`config.mk`:
```
export PLATFORM = sky130hd
export DESIGN_NAME = time_set_ctrl
export DESIGN_NICKNAME = d
export VERILOG_FILES = /design/src/rtl/time_set_ctrl_pkg.sv /design/src/rtl/time_set_ctrl_sw_debounce.sv /design/src/rtl/time_set_ctrl.sv
export SDC_FILE = /design/constraint.sdc
export NUM_CORES = 1
export LEC_CHECK = 0
export CORE_MARGIN = 10
export CORE_UTILIZATION = 55
export CTS_CLUSTER_SIZE = 28
export DETAILED_ROUTE_END_ITERATION = 16
export PLACE_DENSITY = 0.8
export SYNTH_ARGS = -nofsm -noshare
export SYNTH_HDL_FRONTEND = slang
export SYNTH_HIERARCHICAL = 1
export SYNTH_SLANG_ARGS = --single-unit
```
`constraint.sdc`:
```
create_clock -name clk -period 7.53 [get_ports clk]
set_clock_uncertainty 0.1 [all_clocks]
set_input_delay 0.753 -clock clk [delete_from_list [all_inputs] [get_ports clk]]
set_output_delay 0.753 -clock clk [all_outputs]
set_load 0.03 [all_outputs]
```
`src/rtl/time_set_ctrl_pkg.sv`:
```
// Shared definitions for the time/date setting controller: field indices,
// FSM state encoding, per-field range limits and calendar helpers.
package time_set_ctrl_pkg;

  // Field index as exported on field_sel
  localparam logic [2:0] FLD_YEAR  = 3'd0;
  localparam logic [2:0] FLD_MONTH = 3'd1;
  localparam logic [2:0] FLD_DAY   = 3'd2;
  localparam logic [2:0] FLD_HOUR  = 3'd3;
  localparam logic [2:0] FLD_MIN   = 3'd4;
  localparam logic [2:0] FLD_SEC   = 3'd5;

  // Field limits (year maximum is a module parameter, this is its default)
  localparam int         DEF_YEAR_MAX = 99;
  localparam logic [7:0] YEAR_MIN     = 8'd0;
  localparam logic [7:0] MONTH_MIN    = 8'd1;
  localparam logic [7:0] MONTH_MAX    = 8'd12;
  localparam logic [7:0] DAY_MIN      = 8'd1;
  localparam logic [7:0] HOUR_MIN     = 8'd0;
  localparam logic [7:0] HOUR_MAX     = 8'd23;
  localparam logic [7:0] MS_MIN       = 8'd0;
  localparam logic [7:0] MS_MAX       = 8'd59;

  // Edit-mode controller states
  typedef enum logic [1:0] {
    ST_IDLE   = 2'd0,
    ST_LOAD   = 2'd1,
    ST_EDIT   = 2'd2,
    ST_COMMIT = 2'd3
  } state_t;

  // Switch bit positions on sw_in
  localparam int SW_MODE = 0;
  localparam int SW_NEXT = 1;
  localparam int SW_UP   = 2;
  localparam int SW_DOWN = 3;

  // Years 20yy with yy%4==0 are leap years within the 2000..2099 window
  function automatic logic is_leap(input logic [7:0] year);
    return (year[1:0] == 2'b00);
  endfunction

  // Days in a month; out-of-range months fall back to 31
  function automatic logic [7:0] days_in_month(input logic [7:0] month, input logic leap);
    logic [7:0] d;
    case (month)
      8'd2:                    d = leap ? 8'd29 : 8'd28;
      8'd4, 8'd6, 8'd9, 8'd11: d = 8'd30;
      default:                 d = 8'd31;
    endcase
    return d;
  endfunction

endpackage

```
`src/rtl/time_set_ctrl_sw_debounce.sv`:
```
// Single-switch debouncer: a level is accepted after DB_CYCLES consecutive
// samples that differ from the current accepted level, and a rising edge of
// the accepted level yields a one-cycle press pulse.
module sw_debounce #(
  parameter int DB_CYCLES = 500000
) (
  input  logic clk,
  input  logic rst,
  input  logic raw,
  output logic level,
  output logic press
);

  localparam int             CW       = (DB_CYCLES > 1) ? $clog2(DB_CYCLES) : 1;
  localparam logic [CW-1:0]  CNT_LAST = CW'(DB_CYCLES - 1);

  logic          r_sync;
  logic          r_level;
  logic          r_level_d;
  logic          r_press;
  logic [CW-1:0] r_cnt;

  // Sample the raw switch, count stable differing samples, flip the level, edge-detect
  always_ff @(posedge clk) begin
    if (!rst) begin
      r_sync    <= 1'b0;
      r_level   <= 1'b0;
      r_level_d <= 1'b0;
      r_press   <= 1'b0;
      r_cnt     <= '0;
    end else begin
      r_sync    <= raw;
      r_level_d <= r_level;
      r_press   <= r_level & ~r_level_d;
      if (r_sync == r_level) begin
        r_cnt <= '0;
      end else if (r_cnt == CNT_LAST) begin
        r_level <= r_sync;
        r_cnt   <= '0;
      end else begin
        r_cnt <= r_cnt + 1'b1;
      end
    end
  end

  assign level = r_level;
  assign press = r_press;

endmodule

```
`src/rtl/time_set_ctrl.sv`:
```
// Time/date setting controller: debounced MODE/NEXT/UP/DOWN keys drive an
// IDLE/LOAD/EDIT/COMMIT editor over year..second with per-field wrap and a
// month-length clamp on the day. Commits as a one-cycle set_time strobe.
// Key pulses are single-cycle strobes from the debouncers; the FSM acts on a
// pulse in the cycle it is high and never needs to hold off a source.
module time_set_ctrl
  import time_set_ctrl_pkg::*;
#(
  parameter int DB_CYCLES   = 500000,
  parameter int TIMEOUT_SEC = 30,
  parameter int YEAR_MAX    = DEF_YEAR_MAX
) (
  input  logic        clk,
  input  logic        rst,
  input  logic        en_1hz,
  input  logic [3:0]  sw_in,
  input  logic [7:0]  year,
  input  logic [7:0]  month,
  input  logic [7:0]  day,
  input  logic [7:0]  hour,
  input  logic [7:0]  minute,
  input  logic [7:0]  second,
  output logic        set_time,
  output logic [47:0] bin_time,
  output logic        edit_mode,
  output logic [2:0]  field_sel,
  output logic        blink,
  output logic [1:0]  o_dbg_state,
  output logic [3:0]  o_dbg_sw_level
);

  localparam int             TW       = (TIMEOUT_SEC > 1) ? $clog2(TIMEOUT_SEC + 1) : 1;
  localparam logic [TW-1:0]  TO_LAST  = TW'(TIMEOUT_SEC - 1);
  localparam logic [7:0]     YEAR_TOP = 8'(YEAR_MAX);

  logic [3:0] w_level;
  logic [3:0] w_press;

  // One debouncer per switch
  for (genvar gi = 0; gi < 4; gi++) begin : g_db
    sw_debounce #(.DB_CYCLES(DB_CYCLES)) u_db (
      .clk   (clk),
      .rst   (rst),
      .raw   (sw_in[gi]),
      .level (w_level[gi]),
      .press (w_press[gi])
    );
  end

  // Priority decode: MODE > NEXT > UP > DOWN; UP with DOWN cancels both
  logic w_p_mode, w_p_next, w_p_up, w_p_down, w_p_edit;
  always_comb begin
    w_p_mode = w_press[SW_MODE];
    w_p_next = w_press[SW_NEXT] & ~w_press[SW_MODE];
    w_p_up   = w_press[SW_UP]   & ~w_press[SW_DOWN] & ~w_press[SW_MODE] & ~w_press[SW_NEXT];
    w_p_down = w_press[SW_DOWN] & ~w_press[SW_UP]   & ~w_press[SW_MODE] & ~w_press[SW_NEXT];
    w_p_edit = w_p_next | w_p_up | w_p_down;
  end

  state_t        r_state;
  logic [7:0]    r_yr, r_mo, r_dy, r_hr, r_mi, r_se;
  logic [TW-1:0] r_tcnt;

  logic [7:0] w_cur, w_lo, w_hi, w_res, w_dim;
  logic [7:0] w_nyr, w_nmo, w_ndy, w_nhr, w_nmi, w_nse;

  // Next value of the edit registers for an UP/DOWN on the selected field, day clamped
  always_comb begin
    w_nyr = r_yr;
    w_nmo = r_mo;
    w_ndy = r_dy;
    w_nhr = r_hr;
    w_nmi = r_mi;
    w_nse = r_se;
    w_cur = 8'd0;
    w_lo  = 8'd0;
    w_hi  = 8'd0;
    case (field_sel)
      FLD_YEAR:  begin w_cur = r_yr; w_lo = YEAR_MIN;  w_hi = YEAR_TOP;  end
      FLD_MONTH: begin w_cur = r_mo; w_lo = MONTH_MIN; w_hi = MONTH_MAX; end
      FLD_DAY:   begin w_cur = r_dy; w_lo = DAY_MIN;   w_hi = days_in_month(r_mo, is_leap(r_yr)); end
      FLD_HOUR:  begin w_cur = r_hr; w_lo = HOUR_MIN;  w_hi = HOUR_MAX;  end
      FLD_MIN:   begin w_cur = r_mi; w_lo = MS_MIN;    w_hi = MS_MAX;    end
      default:   begin w_cur = r_se; w_lo = MS_MIN;    w_hi = MS_MAX;    end
    endcase
    // Compare with >= / <= so out-of-range loaded values still wrap into range
    if (w_p_up) begin
      w_res = (w_cur >= w_hi) ? w_lo : w_cur + 8'd1;
    end else begin
      w_res = (w_cur <= w_lo) ? w_hi : w_cur - 8'd1;
    end
    case (field_sel)
      FLD_YEAR:  w_nyr = w_res;
      FLD_MONTH: w_nmo = w_res;
      FLD_DAY:   w_ndy = w_res;
      FLD_HOUR:  w_nhr = w_res;
      FLD_MIN:   w_nmi = w_res;
      default:   w_nse = w_res;
    endcase
    w_dim = days_in_month(w_nmo, is_leap(w_nyr));
    if ((field_sel == FLD_YEAR || field_sel == FLD_MONTH) && (w_ndy > w_dim)) begin
      w_ndy = w_dim;
    end
  end

  // Edit-mode FSM with registered outputs, edit registers, timeout and blink
  always_ff @(posedge clk) begin
    if (!rst) begin
      r_state   <= ST_IDLE;
      set_time  <= 1'b0;
      edit_mode <= 1'b0;
      field_sel <= FLD_YEAR;
      blink     <= 1'b0;
      r_tcnt    <= '0;
      r_yr      <= 8'd0;
      r_mo      <= 8'd0;
      r_dy      <= 8'd0;
      r_hr      <= 8'd0;
      r_mi      <= 8'd0;
      r_se      <= 8'd0;
    end else begin
      set_time <= 1'b0;
      case (r_state)
        ST_IDLE: begin
          if (w_p_mode) begin
            r_state   <= ST_LOAD;
            edit_mode <= 1'b1;
          end
        end
        ST_LOAD: begin
          r_yr      <= year;
          r_mo      <= month;
          r_dy      <= day;
          r_hr      <= hour;
          r_mi      <= minute;
          r_se      <= second;
          field_sel <= FLD_YEAR;
          blink     <= 1'b1;
          r_tcnt    <= '0;
          r_state   <= ST_EDIT;
        end
        ST_EDIT: begin
          if (w_p_mode) begin
            r_state   <= ST_COMMIT;
            set_time  <= 1'b1;
            edit_mode <= 1'b0;
            blink     <= 1'b0;
          end else if (w_p_edit) begin
            r_tcnt <= '0;
            blink  <= 1'b1;
            if (w_p_next) begin
              field_sel <= (field_sel == FLD_SEC) ? FLD_YEAR : field_sel + 3'd1;
            end else begin
              r_yr <= w_nyr;
              r_mo <= w_nmo;
              r_dy <= w_ndy;
              r_hr <= w_nhr;
              r_mi <= w_nmi;
              r_se <= w_nse;
            end
          end else if (en_1hz) begin
            if (r_tcnt >= TO_LAST) begin
              r_state   <= ST_IDLE;
              edit_mode <= 1'b0;
              blink     <= 1'b0;
              r_tcnt    <= '0;
            end else begin
              r_tcnt <= r_tcnt + 1'b1;
              blink  <= ~blink;
            end
          end
        end
        default: begin
          r_state <= ST_IDLE;
        end
      endcase
    end
  end

  assign bin_time       = {r_yr, r_mo, r_dy, r_hr, r_mi, r_se};
  assign o_dbg_state    = r_state;
  assign o_dbg_sw_level = w_level;

endmodule
```
==> impl_metrics.py <==
metrics = {
    "cells_and_area": {
        "multi_input_area_um2": 4893,
        "seqCellArea_um2": 3063,
        "fill_cells": 1220,
        "drive_gt1_frac": 0.07774,
        "final_cell_mix": "153 x dfxtp_1, 113 x clkdlybuf4s50_1, 108 x nor2_1",
        "finalCoreUtilization": 0.6913,
        "syn2layout_area_growth_pct": 21.83,
        "final_common_cell": "dfxtp_1",
        "nNetsFinal": 1197,
    },
    "synth": {
        "synth.yosys.seq_area_share": 0.3686,
        "async_flop_share": 0,
        "synthDistinctLibCells": 77,
        "synth_fp_nets": 1091,
        "synth_cells": 1013,
        "yosysWarnings": 6,
        "synthesis.area_um2": 8309,
        "syn_area_per_cell_um2": 8.203,
        "synth.ff_latch_count": 153,
        "synthFlopType": "dfxtp_1",
        "synth_edf_count": 0,
    },
    "pwr": {
        "cellPowerDensity_nw_per_um2": 200.4,
        "vdd_ir_drop_max_mv": 0.1513,
        "leakage_nw": 3.366,
        "p_seq_frac": 0.428,
        "internal_power_w": 0.001418,
        "clockPowerShare": 0.392,
        "switching_power_w": 0.0006106,
        "power_switching_share": 0.3010,
        "combPwrFrac": 0.180,
    },
    "floorplanning": {
        "initial_core_util": 0.5674,
        "core_area_um2": 14640,
        "rows": 44,
        "ios": 115,
        "dieArea_um2": 20420,
        "dieHeight_um": 142.9,
        "die_w_um": 142.9,
    },
    "detailed_routing": {
        "ant_nets": 0,
        "drt_iter0_drc": 680,
        "drc": 0,
        "num_vias": 7929,
        "wl_per_cell_um": 18.76,
        "firstDrtPassIters": 5,
        "viasPerCell": 6.021,
        "drt_wl_total_um": 24700,
    },
    "clock_tree": {
        "ctsRootBufferMaster": "clkbuf_16",
        "max-clock-path-buffers": 2,
        "htreeDepth": 4,
        "clkLatencyLatePin_ps": 420,
        "clk_pin_slew_ps": 60,
        "post-cts-setup-buffers": 0,
        "postCtsHoldBufs": 0,
        "post_cts_resize_count": 0,
        "cts_tree": "built",
        "cts_buffers": 17,
        "clkSinkCount": 153,
    },
    "timing": {
        "fin_tns_setup_ps": 0,
        "finalSetupViolCount": 0,
        "fmax_ghz": 0.1493,
        "fin_crit_ps": 6698,
        "slew_headroom": 0.3167,
        "drv_slew": 0,
        "hold_violations": 0,
        "worstMarginPinSlew_ps": 1018,
        "fin_crit_sh": 0.8896,
        "rsz0062_at_grt": "false",
    },
    "worst_setup_path": {
        "start_kind": "register",
        "worstPathMaxFanout": 16,
        "cp_data_arrival_time_ps": 6910,
        "cp.required_ps": 7740,
        "worst_path_max_delay_cell": "dfxtp_1",
        "critPathKind": "reg -> reg",
        "critPathMaxStageDelay_ps": 600,
        "end_kind": "register",
    },
    "run_status": {
        "status": "finished clean",
    },
    "grt": {
        "antenna_found_initial": 2,
        "grt.overflow.total": 0,
        "grt_pass1_wl_um": 39010,
        "grt_max_degree": 78,
        "grt_pass1_vias": 7489,
        "grt_usage": 0.2374,
    },
    "place": {
        "dp_hpwl_um": 17940,
        "gp_congestion": 0.9886,
        "port_buffers": 114,
    },
    "min_path": {
        "hp-class": "reg -> reg",
    },
    "run": {
        "maxCapViolCount": 0,
    },
}
==> worst max-delay path, delay by kind of cell, from the launching register on <==
family	cells	cell delay, ps
buffers and inverters	2	250
adders and majority gates	3	1100
AOI/OAI and AO/OA	12	2980
and+or+nand+nor	8	1540
DFF	1	600
==> cell usage after synthesis (4+ instances only) <==
| library cell | count | area share |
|---|---|---|
| xnor2_1 | 51 | 0.054 |
| nor4_1 | 23 | 0.017 |
| buf_1 | 4 | 0.0018 |
| dfxtp_1 | 153 | 0.37 |
| and3b_1 | 5 | 0.0053 |
| xor2_1 | 16 | 0.017 |
| nand2b_1 | 4 | 0.0030 |
| or4_4 | 4 | 0.0054 |
| nand3_1 | 35 | 0.021 |
| o211ai_1 | 30 | 0.027 |
| a22oi_1 | 9 | 0.0081 |
| o21ai_0 | 33 | 0.020 |
| nor3_1 | 37 | 0.022 |
| nor2_1 | 108 | 0.049 |
| nand3_2 | 4 | 0.0048 |
| or2_4 | 4 | 0.0042 |
| o22ai_1 | 7 | 0.0053 |
| a32oi_1 | 4 | 0.0042 |
| mux2_2 | 5 | 0.0068 |
| o31ai_1 | 9 | 0.0081 |
| inv_1 | 46 | 0.021 |
| a31o_2 | 5 | 0.0053 |
| a21o_1 | 6 | 0.0054 |
| or3b_1 | 4 | 0.0042 |
| a211oi_1 | 8 | 0.0072 |
| nor2b_1 | 11 | 0.0083 |
| o41ai_1 | 4 | 0.0042 |
| or2_2 | 5 | 0.0038 |
| clkbuf_1 | 24 | 0.011 |
| nand2_1 | 100 | 0.045 |
| and3_2 | 4 | 0.0036 |
| buf_6 | 4 | 0.0054 |
| a21boi_1 | 4 | 0.0036 |
| a21oi_1 | 70 | 0.042 |
| and2_1 | 16 | 0.012 |
| or4_1 | 4 | 0.0036 |
| ha_1 | 23 | 0.035 |
| mux2i_1 | 10 | 0.012 |
| a21boi_0 | 25 | 0.023 |
| o221ai_1 | 4 | 0.0042 |
| nand4_1 | 36 | 0.027 |
| o31ai_4 | 4 | 0.010 |
==> power groups by stage <==
| stage | clock network [W] | registers (W) | logic, W |
|---|---|---|---|
| floorplan | 0 | 0.000913 | 0.000181 |
| global placement | 0 | 0.000885 | 0.000356 |
| detailed placement | 0 | 0.000885 | 0.000358 |
| CTS | 0.000808 | 0.000867 | 0.000361 |
| global route | 0.000844 | 0.000869 | 0.000390 |
| finish | 0.000796 | 0.000868 | 0.000365 |
==> per-layer routing <==
metal | up-vias | wire [um] | GRT usage
met3 | 52 | 1704 | 0.04975
met5 | - | 13 | 0
met1 | 3699 | 10040 | 0.2769
li1 | 3875 | - | -
met2 | 301 | 12260 | 0.4128
met4 | 2 | 692 | 0.1004
==> logic make-up after synthesis <==
logic type | count (synthesis) | synth area share
AO/OA/AOI/OAI | 248 | 0.2057
adder cells (fa/ha/maj) | 23 | 0.03463
AND/OR/NAND/NOR | 422 | 0.2575
XOR/XNOR | 67 | 0.07062
multiplexers | 16 | 0.02018
buffers and inverters | 84 | 0.04276
flip-flops | 153 | 0.3686
==> sequential cells by signal, indices dropped and copies added (netlist names), 2 cells and up <==
name                 count
g_db.u_db/r_level_d      4
r_dy                     8
g_db.u_db/level          4
r_hr                     8
g_db.u_db/press          4
r_tcnt                   5
r_mi                     8
r_mo                     8
g_db.u_db/r_cnt         76
o_dbg_state              2
field_sel                3
r_se                     8
g_db.u_db/r_sync         4
r_yr                     8
==> cell type report <==
type                       count  area share
antenna                        1   0.0002472
clock buffer                  20     0.04511
clock inverter                12    0.009270
inverter                      48     0.01780
multi-input combinational    776      0.4834
sequential                   153      0.3026
tap                          184     0.02274
timing repair buffer         123      0.1189
==> stage by stage <==
stage	instance area, um^2	std cells	hold WS [ps]	total power, W	worst slack (ps)
6_report	10120	1317	279.2	0.002029	831.7
5_1_grt	10120	1316	296.4	0.002103	351.2
4_1_cts	10120	1316	283.0	0.002035	922.6
3_5_place_dp	9570	1284	275.0	0.001243	1034
3_3_place_gp	9570	1284	271.7	0.001242	1147
2_1_floorplan	8309	1013	268.2	0.001095	1791
==> path summary, 6_finish.rpt <==
| path | cells past startpoint | endpoint | slack (ps) | from |
|---|---|---|---|---|
| setup / recovery | 25 | r_dy[7] | 830 | field_sel[0] |
| hold reg to reg | 1 | g_db[0].u_db/press | 280 | g_db[0].u_db/r_level_d |
| setup reg to reg | 25 | r_dy[7] | 830 | field_sel[0] |
| hold / removal | 1 | g_db[0].u_db/press | 280 | g_db[0].u_db/r_level_d |
(Power assumes the default switching activity.)
